File: config.mk
export PLATFORM = sky130hd
export DESIGN_NAME = button_conditioner
export DESIGN_NICKNAME = d
export VERILOG_FILES = /design/src/rtl/ttt_pkg.sv /design/src/rtl/sync_2ff.sv /design/src/rtl/button_conditioner.sv
export SDC_FILE = /design/constraint.sdc
export NUM_CORES = 1
export LEC_CHECK = 0
export CAP_MARGIN = 20
export CORE_MARGIN = 2
export CORE_UTILIZATION = 30
export DETAILED_ROUTE_END_ITERATION = 16
export GPL_TIMING_DRIVEN = 0
export SYNTH_ARGS = -nofsm -noshare
export SYNTH_HDL_FRONTEND = slang
export SYNTH_SLANG_ARGS = --single-unit
export TNS_END_PERCENT = 100
File: constraint.sdc
create_clock -name clk -period 3.55 [get_ports clk]
set_clock_uncertainty 0.1 [all_clocks]
set_input_delay 1.065 -clock clk [delete_from_list [all_inputs] [get_ports clk]]
set_output_delay 1.065 -clock clk [all_outputs]
set_load 0.1 [all_outputs]
File: src/rtl/ttt_pkg.sv
// Shared definitions for the tic-tac-toe front end: cell count, cell bit
// positions, the button conditioner state encoding and vector helpers.
package ttt_pkg;

   localparam int CELL_COUNT = 9;

   typedef enum logic [1:0] {
      IDLE     = 2'd0,
      DEBOUNCE = 2'd1,
      FIRE     = 2'd2,
      RELEASE  = 2'd3
   } state_t;

   localparam int CELL_A = 0;
   localparam int CELL_B = 1;
   localparam int CELL_C = 2;
   localparam int CELL_D = 3;
   localparam int CELL_E = 4;
   localparam int CELL_F = 5;
   localparam int CELL_G = 6;
   localparam int CELL_H = 7;
   localparam int CELL_I = 8;

   localparam logic [CELL_COUNT-1:0] CELL_ONE = {{(CELL_COUNT-1){1'b0}}, 1'b1};

   // True when at least two bits of the vector are set.
   function automatic logic is_multi(input logic [CELL_COUNT-1:0] vec);
      return ((vec & (vec - CELL_ONE)) != {CELL_COUNT{1'b0}});
   endfunction

   // True when exactly one bit of the vector is set.
   function automatic logic is_onehot(input logic [CELL_COUNT-1:0] vec);
      return (vec != {CELL_COUNT{1'b0}}) && !is_multi(vec);
   endfunction

endpackage

File: src/rtl/sync_2ff.sv
// Two-flop synchroniser for asynchronous level inputs; clears to zero on reset.
module sync_2ff #(
   parameter int WIDTH = 1
) (
   input  logic             clk,
   input  logic             rst_n,
   input  logic [WIDTH-1:0] i_d,
   output logic [WIDTH-1:0] o_q
);

   logic [WIDTH-1:0] r_meta;
   logic [WIDTH-1:0] r_sync;

   // Two back-to-back capture stages to let metastability settle.
   always_ff @(posedge clk or negedge rst_n) begin
      if (!rst_n) begin
         r_meta <= {WIDTH{1'b0}};
         r_sync <= {WIDTH{1'b0}};
      end else begin
         r_meta <= i_d;
         r_sync <= r_meta;
      end
   end

   assign o_q = r_sync;

endmodule

File: src/rtl/button_conditioner.sv
// Push-button front end for the tic-tac-toe core: synchronises and debounces
// the nine cell buttons, accepts one press at a time and emits a one-hot pulse.
import ttt_pkg::*;

module button_conditioner #(
   parameter int DEBOUNCE_CYCLES = 16,
   parameter int PULSE_CYCLES    = 1
) (
   input  logic                  clk,
   input  logic                  reset,
   input  logic [CELL_COUNT-1:0] btn_raw,
   input  logic                  game_lock,
   output logic [CELL_COUNT-1:0] btn_pulse,
   output logic                  busy,
   output logic                  reject
);

   localparam int CNT_W = (DEBOUNCE_CYCLES > 1) ? $clog2(DEBOUNCE_CYCLES) : 1;
   localparam logic [CNT_W-1:0] CNT_LAST  = CNT_W'(DEBOUNCE_CYCLES - 1);
   localparam logic [7:0]       PCNT_LAST = 8'(PULSE_CYCLES - 1);

   logic [CELL_COUNT-1:0] w_sync_vec;

   state_t                r_state;
   state_t                w_state_nxt;
   logic [CNT_W-1:0]      r_cnt;
   logic [CNT_W-1:0]      w_cnt_nxt;
   logic [7:0]            r_pcnt;
   logic [7:0]            w_pcnt_nxt;
   logic [CELL_COUNT-1:0] r_sel;
   logic [CELL_COUNT-1:0] w_sel_nxt;
   logic [CELL_COUNT-1:0] r_btn_pulse;
   logic [CELL_COUNT-1:0] w_pulse_nxt;
   logic                  r_busy;
   logic                  w_busy_nxt;
   logic                  r_reject;
   logic                  w_reject_nxt;

   sync_2ff #(
      .WIDTH (CELL_COUNT)
   ) u_sync (
      .clk   (clk),
      .rst_n (reset),
      .i_d   (btn_raw),
      .o_q   (w_sync_vec)
   );

   // State, counters, latched cell and registered outputs.
   always_ff @(posedge clk or negedge reset) begin
      if (!reset) begin
         r_state     <= IDLE;
         r_cnt       <= {CNT_W{1'b0}};
         r_pcnt      <= 8'd0;
         r_sel       <= {CELL_COUNT{1'b0}};
         r_btn_pulse <= {CELL_COUNT{1'b0}};
         r_busy      <= 1'b0;
         r_reject    <= 1'b0;
      end else begin
         r_state     <= w_state_nxt;
         r_cnt       <= w_cnt_nxt;
         r_pcnt      <= w_pcnt_nxt;
         r_sel       <= w_sel_nxt;
         r_btn_pulse <= w_pulse_nxt;
         r_busy      <= w_busy_nxt;
         r_reject    <= w_reject_nxt;
      end
   end

   // Next-state, counter updates and next values of the output registers.
   always_comb begin
      w_state_nxt  = r_state;
      w_cnt_nxt    = r_cnt;
      w_pcnt_nxt   = r_pcnt;
      w_sel_nxt    = r_sel;
      w_reject_nxt = 1'b0;
      w_pulse_nxt  = {CELL_COUNT{1'b0}};
      w_busy_nxt   = 1'b0;

      case (r_state)
         IDLE: begin
            if (is_multi(w_sync_vec)) begin
               // Chorded press: discard it and wait for everything to let go.
               w_state_nxt  = RELEASE;
               w_cnt_nxt    = {CNT_W{1'b0}};
               w_reject_nxt = 1'b1;
            end else if (is_onehot(w_sync_vec) && !game_lock) begin
               w_state_nxt = DEBOUNCE;
               w_sel_nxt   = w_sync_vec;
               w_cnt_nxt   = {CNT_W{1'b0}};
            end else if (is_onehot(w_sync_vec)) begin
               // Game over: swallow the press silently.
               w_state_nxt = RELEASE;
               w_cnt_nxt   = {CNT_W{1'b0}};
            end else begin
               w_state_nxt = IDLE;
            end
         end

         DEBOUNCE: begin
            if (game_lock) begin
               w_state_nxt = RELEASE;
               w_cnt_nxt   = {CNT_W{1'b0}};
            end else if (w_sync_vec == r_sel) begin
               if (r_cnt == CNT_LAST) begin
                  w_state_nxt = FIRE;
                  w_pcnt_nxt  = 8'd0;
               end else begin
                  w_cnt_nxt = r_cnt + CNT_W'(1);
               end
            end else begin
               // Bounce, release or a second button: start over.
               w_state_nxt = IDLE;
               w_cnt_nxt   = {CNT_W{1'b0}};
            end
         end

         FIRE: begin
            // The accepted move always completes, even if the game locks now.
            if (r_pcnt == PCNT_LAST) begin
               w_state_nxt = RELEASE;
               w_cnt_nxt   = {CNT_W{1'b0}};
            end else begin
               w_pcnt_nxt = r_pcnt + 8'd1;
            end
         end

         RELEASE: begin
            if (w_sync_vec == {CELL_COUNT{1'b0}}) begin
               if (r_cnt == CNT_LAST) begin
                  w_state_nxt = IDLE;
                  w_cnt_nxt   = {CNT_W{1'b0}};
               end else begin
                  w_cnt_nxt = r_cnt + CNT_W'(1);
               end
            end else begin
               w_cnt_nxt = {CNT_W{1'b0}};
            end
         end

         default: begin
            w_state_nxt = IDLE;
            w_cnt_nxt   = {CNT_W{1'b0}};
            w_pcnt_nxt  = 8'd0;
            w_sel_nxt   = {CELL_COUNT{1'b0}};
         end
      endcase

      // Outputs follow the state being entered so they are registered.
      if (w_state_nxt == FIRE) begin
         w_pulse_nxt = w_sel_nxt;
      end else begin
         w_pulse_nxt = {CELL_COUNT{1'b0}};
      end

      if (w_state_nxt != IDLE) begin
         w_busy_nxt = 1'b1;
      end else begin
         w_busy_nxt = 1'b0;
      end
   end

   assign btn_pulse = r_btn_pulse;
   assign busy      = r_busy;
   assign reject    = r_reject;

endmodule

# Yosys cells after proc, flatten, opt, wreduce, memory -nomap -nowiden

Cells that the tools add are included.

Bits in registers: 52
Input port bits: 12
Output and inout bits: 11
Logic and storage cells: 71

$add $sub $neg: 3
Equal/unequal tests: 13
Multiplexer cells: 32
Bitwise gates (word level): 1
Reductions and logical operators: 13

Operators by type and width:

| cell                                                | count |
|---|---|
| two-way mux 4 bit                                   | 9 |
| two-way mux 9 bit                                   | 4 |
| two-way mux 8 bit                                   | 4 |
| two-way mux 2 bit                                   | 9 |
| nonzero test 9 bit                                  | 2 |
| one-hot mux 4 bit (4 select lines)                  | 1 |
| one-hot mux 8 bit (2 select lines)                  | 1 |
| inequality test 2 bit, second input constant        | 5 |
| AND 9 bit                                           | 1 |
| equality test 9 bit                                 | 1 |
| logical NOT 9 bit                                   | 1 |
| subtractor 9 x 1 -> 9 bit, second input constant    | 1 |
| adder 8 x 1 -> 8 bit, second input constant         | 1 |
| logical NOT 8 bit                                   | 1 |
| inequality test 4 bit, second input constant        | 2 |
| one-hot mux 2 bit (4 select lines)                  | 1 |
| equality test 2 bit, second input constant          | 3 |
| AND reduction 5 bit                                 | 1 |
| adder 4 x 1 -> 4 bit, second input constant         | 1 |
| equality test 4 bit, second input constant          | 1 |
| nonzero test 2 bit                                  | 2 |
| two-way mux 1 bit                                   | 3 |
| AND reduction 3 bit                                 | 1 |
| equality test 2 x 1 -> 1 bit, second input constant | 1 |
| 3 further kinds                                     | 5 |

# Longest topological paths before layout

Word-level depth: 11
Mapped depth: 9
Depth with buffers taken out: 7

# Hierarchy

A second synthesis with hierarchy kept.

Cells, all modules: 191
Area total of the unflattened synthesis: 2282.2 µm²

By module, submodules not included:

| module             | instances | cells each | area each (µm²) | sequential area each (µm²) |
|---|---|---|---|---|
| button_conditioner | 1         | 173        | 1831.8          | 850.8 |
| sync_2ff           | 1         | 18         | 450.4           | 450.4 |

# Worst setup path after synthesis

No wires, ideal clock.

Path kind: register to register
From: register u_sync.r_sync[1] (netlist: u_sync.o_q[1])
To: register r_btn_pulse[8] (netlist: btn_pulse[8])
Data arrival time: 2.413 ns
Required time: 3.332 ns
Slack: 0.918 ns
Stages on the path, launching flop included: 8
Path buffers: 1
Clock period less this slack: 2.632 ns
Cell sequence: dfrtp_1 -> or4_1 -> buf_2 -> o31ai_1 -> a21oi_1 -> nor4_4 -> mux2_2 -> and2b_1

RTL lines:

| what                      | line                      | RTL |
|---|---|---|
| from (decl)               | sync_2ff.sv:12            | `logic [WIDTH-1:0] r_sync;` |
| from (signal assigned)    | sync_2ff.sv:18            | `r_sync <= {WIDTH{1'b0}};` |
| from (signal assigned)    | sync_2ff.sv:21            | `r_sync <= r_meta;` |
| subtractor 9 x 1 -> 9 bit | ttt_pkg.sv:28             | `return ((vec & (vec - CELL_ONE)) != {CELL_COUNT{1'b0}});` |
| AND 9 bit                 | ttt_pkg.sv:28             |  |
| nonzero test 9 bit        | ttt_pkg.sv:28             |  |
| logical NOT 1 bit         | ttt_pkg.sv:33             | `return (vec != {CELL_COUNT{1'b0}}) && !is_multi(vec);` |
| logical AND 1 bit         | ttt_pkg.sv:33             |  |
| logical AND 1 bit         | button_conditioner.sv:86  | `end else if (is_onehot(w_sync_vec) && !game_lock) begin` |
| two-way mux 9 bit         | button_conditioner.sv:86  |  |
| two-way mux 9 bit (*)     | button_conditioner.sv:81  | `if (is_multi(w_sync_vec)) begin` |
| two-way mux 9 bit (*)     | button_conditioner.sv:79  | `case (r_state)` |
| named net w_sel_nxt[8]    | button_conditioner.sv:31  | `logic [CELL_COUNT-1:0] w_sel_nxt;` |
| two-way mux 9 bit (*)     | button_conditioner.sv:149 | `if (w_state_nxt == FIRE) begin` |
| named net w_pulse_nxt[8]  | button_conditioner.sv:33  | `logic [CELL_COUNT-1:0] w_pulse_nxt;` |
| to (signal assigned)      | button_conditioner.sv:55  | `r_btn_pulse <= {CELL_COUNT{1'b0}};` |
| to (signal assigned)      | button_conditioner.sv:63  | `r_btn_pulse <= w_pulse_nxt;` |
| to (decl)                 | button_conditioner.sv:32  | `logic [CELL_COUNT-1:0] r_btn_pulse;` |

Mark *: on every way through the listed nets, which the timed path passes. The rest lies on a longest branch.
A chain may end at the register's enable or synchronous reset.

# Final worst setup path

From: register r_btn_pulse[8] (netlist: btn_pulse[8])
To: output port btn_pulse[8]

RTL lines:

| what      | line                     | RTL |
|---|---|---|
| to (decl) | button_conditioner.sv:13 | `output logic [CELL_COUNT-1:0] btn_pulse,` |

No word-level cell between the ends.

==> flow_metrics.tcl <==
set metrics [dict create \
    startpoint_type "flop" \
    switching_share 0.3206 \
    postCtsSetupBuffers 0 \
    fillers 741 \
    final_cell_mix "dfrtp_1 (52), clkdlybuf4s50_1 (21), nand2_1 (15), mux2_2 (12)" \
    netlist_area_mm2 0.002282 \
    critical_path.top_delay_family "buffers and inverters" \
    coreArea_mm2 0.007292 \
    vias 1472 \
    yosys_warnings 0 \
    synth_edf_count 0 \
    seqPwrFrac 0.523 \
    portBuffers 22 \
    crit_chain "clkdlybuf4s50_1" \
    async_reset_ff_frac 1.000 \
    via_per_inst 4.586 \
    die_area_mm2 0.008321 \
    drcViolationCount 0 \
    max-cap-violations 0 \
    clkTransAtPathRegs_ns 0.09 \
    final_net_count 236 \
    dp_hpwl_um 2761 \
    min_period_ns 2.960 \
    tritoncts "yes" \
    setup_tns_ns 0 \
    status "finished, final reports clean" \
    hold_viol_final 0 \
    cts_hold_buf 0 \
    rows 31 \
    p_clk_frac 0.270 \
    p_per_area_mw_per_mm2 491.8 \
    cp_max_fo 1 \
    io-pin-count 23 \
    finalPower_w 0.001347 \
    final_util 0.3756 \
    setup_viol 0 \
    layout_commonest_cell "dfrtp_1" \
    worst_pin_slew_ns 0.9665 \
    yosysUniqueCellTypes 40 \
    maxSlewViolCount 0 \
    n_antenna_cell 0 \
    grt_pass1_wl_um 7051 \
    clk_latency_ns 0.31 \
    max_stage_delay_ns 1.13 \
    grt_max_degree 41 \
    die_y_um 91.22 \
    drt-pass1-iter-count 4 \
    gr-usage-all-layers 0.1057 \
    combPwrFrac 0.208 \
    cts_resized 0 \
    area_growth_pct 20.01 \
    grt_setup_unrepaired "false" \
    ys_seq_area_frac 0.5702 \
    syn-num-nets 206 \
    grt-ovfl-total 0 \
    hp-class "reg2reg" \
    cts_buffer_depth 2 \
    avgRoutedWirePerCell_um 12.04 \
    die_x_um 91.22 \
    drtAntennaViolNets 0 \
    fmax_ghz 0.3379 \
    cp_data_arrival_time_ns 1.79 \
    ys_ff_latch 52 \
    first_global_vias 1475 \
    switchingPower_w 0.0004318 \
    cts_made_buffers 5 \
    placed_cells 313 \
    wl_um 3866 \
    place.gp.congestion 0.8451 \
    cpMaxStageDelayCell "clkdlybuf4s50_1" \
    worstPathRequired_ns 2.38 \
    fin_cells 321 \
    synth_cells 191 \
    clock_tree.htree_level_count 2 \
    cts_root_buf "clkbuf_8" \
    antenna_found_initial 0 \
    endpoint_kind "output pin" \
    maxSlewHeadroom 0.3536 \
    cts.sinks 52 \
    ir_drop_mv 0.1975 \
    synth.avg_cell_area_um2 11.95 \
    initial_core_util 0.3130 \
    cp_num_buf_inv 1 \
    p_int_w 0.0009150 \
    fin_crit_sh 0.8337 \
    crit_type "reg2out" \
    leakage_nw 1.135 \
    drive_gt1_frac 0.1712 \
    synth_top_flop_cell "dfrtp_1" \
    drt_iter0_drc 57 \
]
## cell usage after synthesis, drive strengths merged, types with 2 or more instances
cell type	n	area, um2
buf	3	17.52
inv	10	37.54
nor3	4	31.28
nor4	4	40.04
mux2	12	135.1
nand2b	5	31.28
a21oi	4	20.02
a2111oi	2	17.52
xnor2	9	78.83
mux2i	7	70.07
nor2b	10	82.58
nor2	10	37.54
dfrtp	52	1301
o21ai	4	20.01
nand2	15	56.30
or3	3	18.77
a221oi	2	35.04
nand4	2	12.51
or4	2	15.01
a211oi	5	37.54
o221ai	2	17.52
clkbuf	3	11.26
nand3	8	40.04
ha	3	37.54
## path summary, 6_finish.rpt
path,startpoint,end,slack (ns),depth (start not counted)
max,btn_pulse[8],btn_pulse[8],0.59,1
min,u_sync.r_meta[6],u_sync.o_q[6],0.26,0
max reg2reg,u_sync.o_q[0],btn_pulse[0],0.64,7
min reg2reg,u_sync.r_meta[6],u_sync.o_q[6],0.26,0
max in group asynchronous,reset,r_pcnt[5],2.30,2
min in group asynchronous,reset,r_pcnt[0],0.53,1
## registers in the layout, summed over array words and instances, names as in the netlist
name / flops
busy: 1
r_cnt: 4
reject: 1
r_pcnt: 8
r_sel: 9
r_state: 2
btn_pulse: 9
u_sync.r_meta: 9
u_sync.o_q: 9
## stage by stage
step | hold WS [ns] | instance area (um2) | setup WS, ns
floorplan | 0.2312 | 2282 | 0.9183
global placement | 0.2325 | 2626 | -0.2293
detailed placement | 0.2347 | 2641 | 0.3460
CTS | 0.2576 | 2739 | 0.5770
global route | 0.2649 | 2739 | 0.4312
finish | 0.2560 | 2739 | 0.5903
## layer usage
metal | up-vias | part of all wire | track usage | wire [um]
li1 | 727 | - | - | -
met1 | 714 | 0.50 | 0.1493 | 1950
met2 | 24 | 0.45 | 0.1617 | 1725
met3 | 7 | 0.032 | 0.02075 | 123
met4 | 0 | 0.017 | 0.03788 | 66
met5 | - | 0 | 0 | 0
## power by group through the flow
stage	clock [W]	sequential, W	combinational, W
after CTS	0.000375	0.000703	0.000286
after detailed placement	0	0.000714	0.000286
final	0.000363	0.000704	0.000280
after global placement	0	0.000713	0.000277
after global routing	0.000399	0.000712	0.000326
after floorplan	0	0.000700	0.000211
## kinds of logic (layout without fill, tap and decap cells)
group,count (synthesis),after routing,synth area share
and+or+nand+nor,66,66,0.1689
DFF,52,52,0.5702
AOI/OAI and AO/OA,25,25,0.08663
muxes,19,19,0.08991
buffers and inverters,16,47,0.02906
xor gates and xnor gates,9,9,0.03454
adders and majority gates,4,4,0.02084
## cell type report
type | instances | area [um2] | share of cell area
Buffer | 6 | 28.78 | 0.01051
Clock buffer | 5 | 68.82 | 0.02513
Clock inverter | 3 | 28.78 | 0.01051
Inverter | 10 | 37.54 | 0.01370
Multi-Input combinational cell | 123 | 914.6 | 0.3339
Sequential cell | 52 | 1301 | 0.4751
Tap cell | 99 | 123.9 | 0.04523
Timing Repair Buffer | 23 | 235.2 | 0.08588
No activity file was read; power rests on OpenSTA's default activity.
